**src/rtl/csr_initiator.sv**
```systemverilog
// CSR access initiator: takes one read/write/set/clear request at a time,
// walks it through decode, execute and capture cycles on the CSR bus, and
// hands back the value the CSR held before any modification.
//
// state | meaning
// IDLE  | ready for a request; bus parked at IDLE_ADDR
// DEC   | address presented to the responders
// EXE   | modify/read/wdata presented for exactly one cycle
// CAP   | responders return old value and valid; captured at cycle end
// RSP   | response held until the requester takes it
module csr_initiator #(
   parameter logic [11:0] IDLE_ADDR = 12'h000
) (
   input  logic        clk,
   input  logic        rst,
   input  logic        req_valid,
   output logic        req_ready,
   input  logic [1:0]  req_op,
   input  logic        req_read,
   input  logic [11:0] req_addr,
   input  logic [31:0] req_wdata,
   output logic        resp_valid,
   input  logic        resp_ready,
   output logic [31:0] resp_rdata,
   output logic        resp_err,
   output logic [11:0] csr_addr,
   output logic        csr_read,
   output logic [2:0]  csr_modify,
   output logic [31:0] csr_wdata,
   input  logic [31:0] csr_rdata,
   input  logic        csr_valid,
   output logic        busy
);

   typedef enum logic [2:0] {
      IDLE = 3'd0,
      DEC  = 3'd1,
      EXE  = 3'd2,
      CAP  = 3'd3,
      RSP  = 3'd4
   } state_t;

   state_t      state_q, state_d;

   logic [1:0]  op_q;
   logic        read_q;
   logic [31:0] wdata_q;

   logic [11:0] csr_addr_q, csr_addr_d;
   logic        csr_read_q, csr_read_d;
   logic [2:0]  csr_modify_q, csr_modify_d;
   logic [31:0] csr_wdata_q, csr_wdata_d;
   logic        resp_valid_q, resp_valid_d;
   logic [31:0] resp_rdata_q, resp_rdata_d;
   logic        resp_err_q, resp_err_d;

   logic        accept;

   // A request is never taken while reset is asserted.
   assign req_ready = (state_q == IDLE) && !rst;
   assign accept    = req_valid && req_ready;
   assign busy      = (state_q != IDLE);

   assign csr_addr   = csr_addr_q;
   assign csr_read   = csr_read_q;
   assign csr_modify = csr_modify_q;
   assign csr_wdata  = csr_wdata_q;
   assign resp_valid = resp_valid_q;
   assign resp_rdata = resp_rdata_q;
   assign resp_err   = resp_err_q;

   // State register.
   always_ff @(posedge clk) begin
      if (rst) begin
         state_q <= IDLE;
      end else begin
         state_q <= state_d;
      end
   end

   // Next-state: fixed walk through DEC/EXE/CAP, then wait for the handshake.
   always_comb begin
      state_d = state_q;
      unique case (state_q)
         IDLE:    if (accept) state_d = DEC;
         DEC:     state_d = EXE;
         EXE:     state_d = CAP;
         CAP:     state_d = RSP;
         RSP:     if (resp_ready) state_d = IDLE;
         default: state_d = IDLE;
      endcase
   end

   // Output next-values, keyed on the state being entered so every bus and
   // response output comes straight from a flop.
   always_comb begin
      csr_addr_d   = IDLE_ADDR;
      csr_read_d   = 1'b0;
      csr_modify_d = 3'b000;
      csr_wdata_d  = 32'h0;
      resp_valid_d = (state_d == RSP);
      resp_rdata_d = resp_rdata_q;
      resp_err_d   = resp_err_q;

      // DEC is only entered from IDLE on accept, so the address comes from
      // the request port in the same cycle it is latched.
      if (state_d == DEC) begin
         csr_addr_d = req_addr;
      end

      if (state_d == EXE) begin
         csr_modify_d = {1'b0, op_q};
         csr_read_d   = read_q;
         csr_wdata_d  = wdata_q;
      end

      if (state_q == CAP) begin
         resp_rdata_d = csr_rdata;
         resp_err_d   = ~csr_valid;
      end
   end

   // Request latch and registered outputs.
   always_ff @(posedge clk) begin
      if (rst) begin
         op_q         <= 2'b00;
         read_q       <= 1'b0;
         wdata_q      <= 32'h0;
         csr_addr_q   <= IDLE_ADDR;
         csr_read_q   <= 1'b0;
         csr_modify_q <= 3'b000;
         csr_wdata_q  <= 32'h0;
         resp_valid_q <= 1'b0;
         resp_rdata_q <= 32'h0;
         resp_err_q   <= 1'b0;
      end else begin
         if (accept) begin
            op_q    <= req_op;
            read_q  <= req_read;
            wdata_q <= req_wdata;
         end
         csr_addr_q   <= csr_addr_d;
         csr_read_q   <= csr_read_d;
         csr_modify_q <= csr_modify_d;
         csr_wdata_q  <= csr_wdata_d;
         resp_valid_q <= resp_valid_d;
         resp_rdata_q <= resp_rdata_d;
         resp_err_q   <= resp_err_d;
      end
   end

endmodule
```
**config.mk**
```make
export PLATFORM = sky130hd
export DESIGN_NAME = csr_initiator
export DESIGN_NICKNAME = d
export VERILOG_FILES = /design/src/rtl/csr_initiator.sv
export SDC_FILE = /design/constraint.sdc
export NUM_CORES = 1
export LEC_CHECK = 0
export ABC_AREA = 1
export ABC_CLOCK_PERIOD_IN_PS = 1500
export CELL_PAD_IN_SITES_DETAIL_PLACEMENT = 0
export CELL_PAD_IN_SITES_GLOBAL_PLACEMENT = 2
export CORE_MARGIN = 4
export CORE_UTILIZATION = 22
export CTS_CLUSTER_DIAMETER = 150
export DETAILED_ROUTE_END_ITERATION = 7
export GPL_ROUTABILITY_DRIVEN = 0
export PLACE_DENSITY = 0.83
export SYNTH_ARGS = -nofsm -noshare
export SYNTH_HDL_FRONTEND = slang
export SYNTH_SLANG_ARGS = --single-unit
```
**constraint.sdc**
```tcl
create_clock -name clk -period 1.5 [get_ports clk]
set_input_delay 0.3 -clock clk [delete_from_list [all_inputs] [get_ports clk]]
set_output_delay 0.3 -clock clk [all_outputs]
set_load 0.02 [all_outputs]
```
# After elaboration in Yosys (flattened, before gate mapping)
# Cells that the tools add are included.
# op_classes
shifts,0
n_div,0
n_lt_le_gt_ge,0
mux,3
n_bitwise,3
eq_ne,7
addsub,0
multipliers,0
n_reduce_logical,7
# op_table
op,n
3-bit one-hot mux with 5 select lines,1
3-bit by 2-bit == test with 1-bit output (second input constant),3
3-bit by 1-bit == test with 1-bit output (second input constant),2
3-bit == test (second input constant),2
3-bit two-way mux,2
2-bit OR reduction,2
3-bit logical NOT,1
1-bit inverter,3
3-bit nonzero test,1
1-bit logical AND,2
1-bit logical NOT,1
# totals
out_inout_bits,84
wordCells,32
ff_bits,120
mem_count,0
inputBits,84
mem_bits_rw,0
latch_bits,0
romBits,0

# Longest topological paths before layout
# logic_depth
depth_word,8
depth_mapped,6
ltp_nobuf,6

# Least setup slack after synthesis
# Ideal clock, no wire load.
# synth_timing
kind,flip-flop to flip-flop
startpoint,register state_q[1]
endpoint,register op_q[0]
arrival_time_ns,1.024
path_slack_ns,0.364
path_buffers,2
path_stages_with_launch,7
cell_sequence,dfxtp_1 > nor2_4 > nand4_1 > buf_2 > buf_6 > nand2_1 > nand2_1
# synth_via
elab_chain_len,3
# synth_rtl
item,line_no,source
"start, declared",43,"state_t state_q, state_d;"
"start signal, assigned",77,state_q <= state_d;
3-bit logical NOT,60,assign req_ready = (state_q == IDLE) && !rst;
1-bit logical AND,60,
1-bit logical AND,61,assign accept = req_valid && req_ready;
"end signal, assigned",138,op_q <= req_op;
"end, declared",45,logic [1:0] op_q;
# Every way passes these cells.
# A chain may end at the register's enable or synchronous reset.

# Worst setup path after layout
# layout_timing
startpoint,register state_q[1]
endpoint,output req_ready
# layout_via
elab_chain_len,2
# layout_rtl
item,line_no,source
3-bit logical NOT,60,
1-bit logical AND,60,
"end, declared",17,"output logic req_ready,"
# Every way passes these cells.

==> run_results.csv <==
group,metric,value,unit
clock_network,clockBufferDepth,2,
detailed_routing,dr.pass1.iters,4,
clock_network,cts_root_buffer,"clkbuf_16",
logic_synthesis,yosys.area_share.simple,26.53,%
timing,rsz0062_at_grt,"true",
detailed_routing,drt_iter0_drc,71,
logic_synthesis,syn-cell-area,3953,µm²
logic_synthesis,syn_nets,586,
placed_design,placed_cell_area,5877,µm²
logic_synthesis,synth_top_area_cell,"dfxtp_1",
cells_and_area,fin_area,6379,µm²
logic_synthesis,synth-seq-cells,119,
floorplanning,rows,48,
logic_synthesis,yosys.area_share.adder,0,%
timing,drv_slew,0,
detailed_routing,wl_per_cell,12.27,µm
clock_network,clk_pin_slew,0.05,ns
power,p_clk_share,49.6,%
placed_design,hpwl,7771,µm
worst_setup_path,worstSetupPathType,"reg -> out",
logic_synthesis,synth_seq_area_share,60.27,%
timing,hold_viol_final,0,
logic_synthesis,postSynthCellCount,502,
worst_setup_path,cp-startpoint,"state_q[1]",
logic_synthesis,synth_xor_area_share,0,%
worst_setup_path,start_kind,"flop",
grt,grt_pass1_vias,3602,
clock_network,numCtsBuffers,17,
power,internal_power,6331,µW
power,p_sw_share,22.86,%
timing,final-setup-viol-count,0,
cells_and_area,utilization,36.50,%
power,p_leak,0.003067,µW
timing,period_share,95.67,%
timing,setup_slack,0.06491,ns
worst_setup_path,cp.required,1.20,ns
detailed_routing,route.vias.total,3553,
worst_setup_path,r2r-start,"state_q[2]",
placed_design,io_buffers,166,
power,finalPower,8208,µW
cells_and_area,drive_gt1_share,8.551,%
detailed_routing,vias_per_cell,3.883,
worst_setup_path,max_stage_delay,0.33,ns
clock_network,cts_tree,"yes",
grt,grt_overflow,0,
logic_synthesis,synth_compound_area_share,4.432,%
grt,grt_usage,11.35,%
cells_and_area,fill_cells,1836,
worst_setup_path,end_kind,"primary output",
placed_design,post-place-ws,-0.06990,ns
cells_and_area,final_cell_mix,"nor2_1, dfxtp_1, nand2_1",
worst_setup_path,endpoint,"req_ready",
logic_synthesis,yosys_warnings,0,
grt,antenna_found_initial,0,
logic_synthesis,muxShareOfSynthArea,0,%
cells_and_area,area_delta_synth_final,61.38,%
floorplanning,die-area,20170,µm²
grt,grt_pass1_wl,18020,µm
clock_network,cts_max_level,4,
floorplanning,io_pins,168,
grt,grt_max_degree,49,
power,power_density,1287,nW/µm²
timing,fmax,696.8,MHz
worst_setup_path,crit_chain,"nor2_4 -> nand3_2 -> inv_2 -> buf_6",
cells_and_area,final_nets,761,
power,p_seq_share,40.8,%
floorplanning,die_y,142.0,µm
run,cap_viol_max_count,0,
floorplanning,core-area,17480,µm²
floorplanning,fp.dieW,142.0,µm
detailed_routing,final_antenna_net_count,0,
worst_setup_path,crit_cells,4,
power,power_frac_comb,9.6,%
floorplanning,start_util,22.62,%
logic_synthesis,synthDistinctLibCells,18,
logic_synthesis,synth_top_area_share,60.27,%
power,p_sw,1876,µW
worst_setup_path,cp_top_family,"flip-flops",
logic_synthesis,syn_area_per_cell,7.874,µm²
worst_setup_path,reg2reg_to,"resp_rdata[13]",
timing,skew,0.008153,ns
clock_network,hold_buffers,0,
clock_network,cts.sinks,119,
detailed_routing,drc,0,
timing,min_period,1.435,ns
power,peakVddDrop,760.1,µV
worst_setup_path,critical_path.slowest_cell,"dfxtp_2",
run_status,outcome,"completed",
worst_setup_path,r2r_setup_slack,0.25,ns
cells_and_area,final_common_cell,"nor2_1",
clock_network,worstSkewPairLatency,0.41,ns
logic_synthesis,synth_area_leaders,"dfxtp_1, nor2_1, nand2_1",
worst_setup_path,r2r_cells,7,
worst_setup_path,worst-path-buf-inv,2,
worst_setup_path,worstPathArrival,1.14,ns
worst_hold_path,min_path_type,"in -> reg",
logic_synthesis,synth_top_family_by_area,"simple AND/OR/NAND/NOR gates",
worst_setup_path,cp_max_fo,4,
detailed_routing,drt_wl_total,11230,µm
cells_and_area,diodes,0,
==> synth_stat cells <==
cell and instances:
buf_2 7, a21oi_1 3, clkbuf_1 8, nand2_1 111, nand3_2 3, nor3_1 1
dfxtp_1 119, nor2_1 150, conb_1 1, inv_2 3, nor2_4 2, o21ai_0 32
buf_6 2, nand3_1 1, nand4_1 1, buf_1 1, buf_4 7, inv_1 50
==> stage by stage <==
stage / setup TNS [ns] / hold WS [ns] / cells
6_report: 0 / 0.4152 / 915
5_1_grt: -0.003389 / 0.4111 / 915
4_1_cts: 0 / 0.3910 / 914
3_5_place_dp: -0.2970 / 0.4273 / 882
3_3_place_gp: -0.08383 / 0.4270 / 882
2_1_floorplan: 0 / 0.4031 / 502
==> state kept, by name (all words and copies together), names as in the netlist <==
| name | flops |
|---|---|
| csr_addr | 12 |
| csr_modify | 2 |
| csr_read | 1 |
| csr_wdata | 32 |
| op_q | 2 |
| read_q | 1 |
| resp_err | 1 |
| resp_rdata | 32 |
| resp_valid | 1 |
| state_q | 3 |
| wdata_q | 32 |
==> routing by layer <==
metal	part of all wire (%)	global-route usage (%)	up-vias
met5	0	0	-
met4	1.4	4.091	0
met3	9.4	4.872	9
met2	44	17.64	135
met1	45	14.05	1570
li1	-	-	1839
==> what timing repair did <==
| item | CTS | global route |
|---|---|---|
| pin swaps | 1 | 2 |
| setup endpoints to repair | 83 | 1 |
| hold endpoints to repair | 0 | 0 |
| gates resized for setup | 91 | 3 |
| setup buffers | 0 | 1 |
==> power by group through the flow <==
stage	combinational [µW]	sequential, µW	clock [µW]
after floorplan	327	3480	0
after global placement	831	3410	0
after detailed placement	834	3420	0
after CTS	799	3350	4210
after global routing	884	3360	4340
final	792	3350	4070
==> cell families after synthesis <==
kind of cell,count (synthesis)
simple gates,269
flops,119
buf+inv,78
compound gates,35
other cells,1
==> area by class of cell <==
class	count	area (µm²)	area share, %
well taps	225	281.5	4.413
inverters	53	198.9	3.119
clock inverters	13	155.1	2.432
flip-flops and latches	119	2384	37.37
multi-input cells	305	1227	19.24
clock buffers	19	442.9	6.944
repair buffers	181	1689	26.48
==> worst reg2reg max path, delay by kind of cell, from the launching register on <==
kind | cells | cell delay [ns]
buffers and inverters | 4 | 0.65
DFF | 1 | 0.31
and+or+nand+nor | 3 | 0.24
==> worst min path at each step <==
stage,cells after the start,start,slack (ns),endpoint
2_1_floorplan,2,req_op[0],0.40,op_q[0]
3_3_place_gp,2,wdata_q[25],0.43,csr_wdata[25]
3_5_place_dp,2,wdata_q[18],0.43,csr_wdata[18]
4_1_cts,3,req_addr[9],0.39,csr_addr[9]
5_1_grt,3,req_addr[8],0.41,csr_addr[8]
6_report,3,req_addr[9],0.42,csr_addr[9]
No activity file was read; power rests on OpenSTA's default activity.
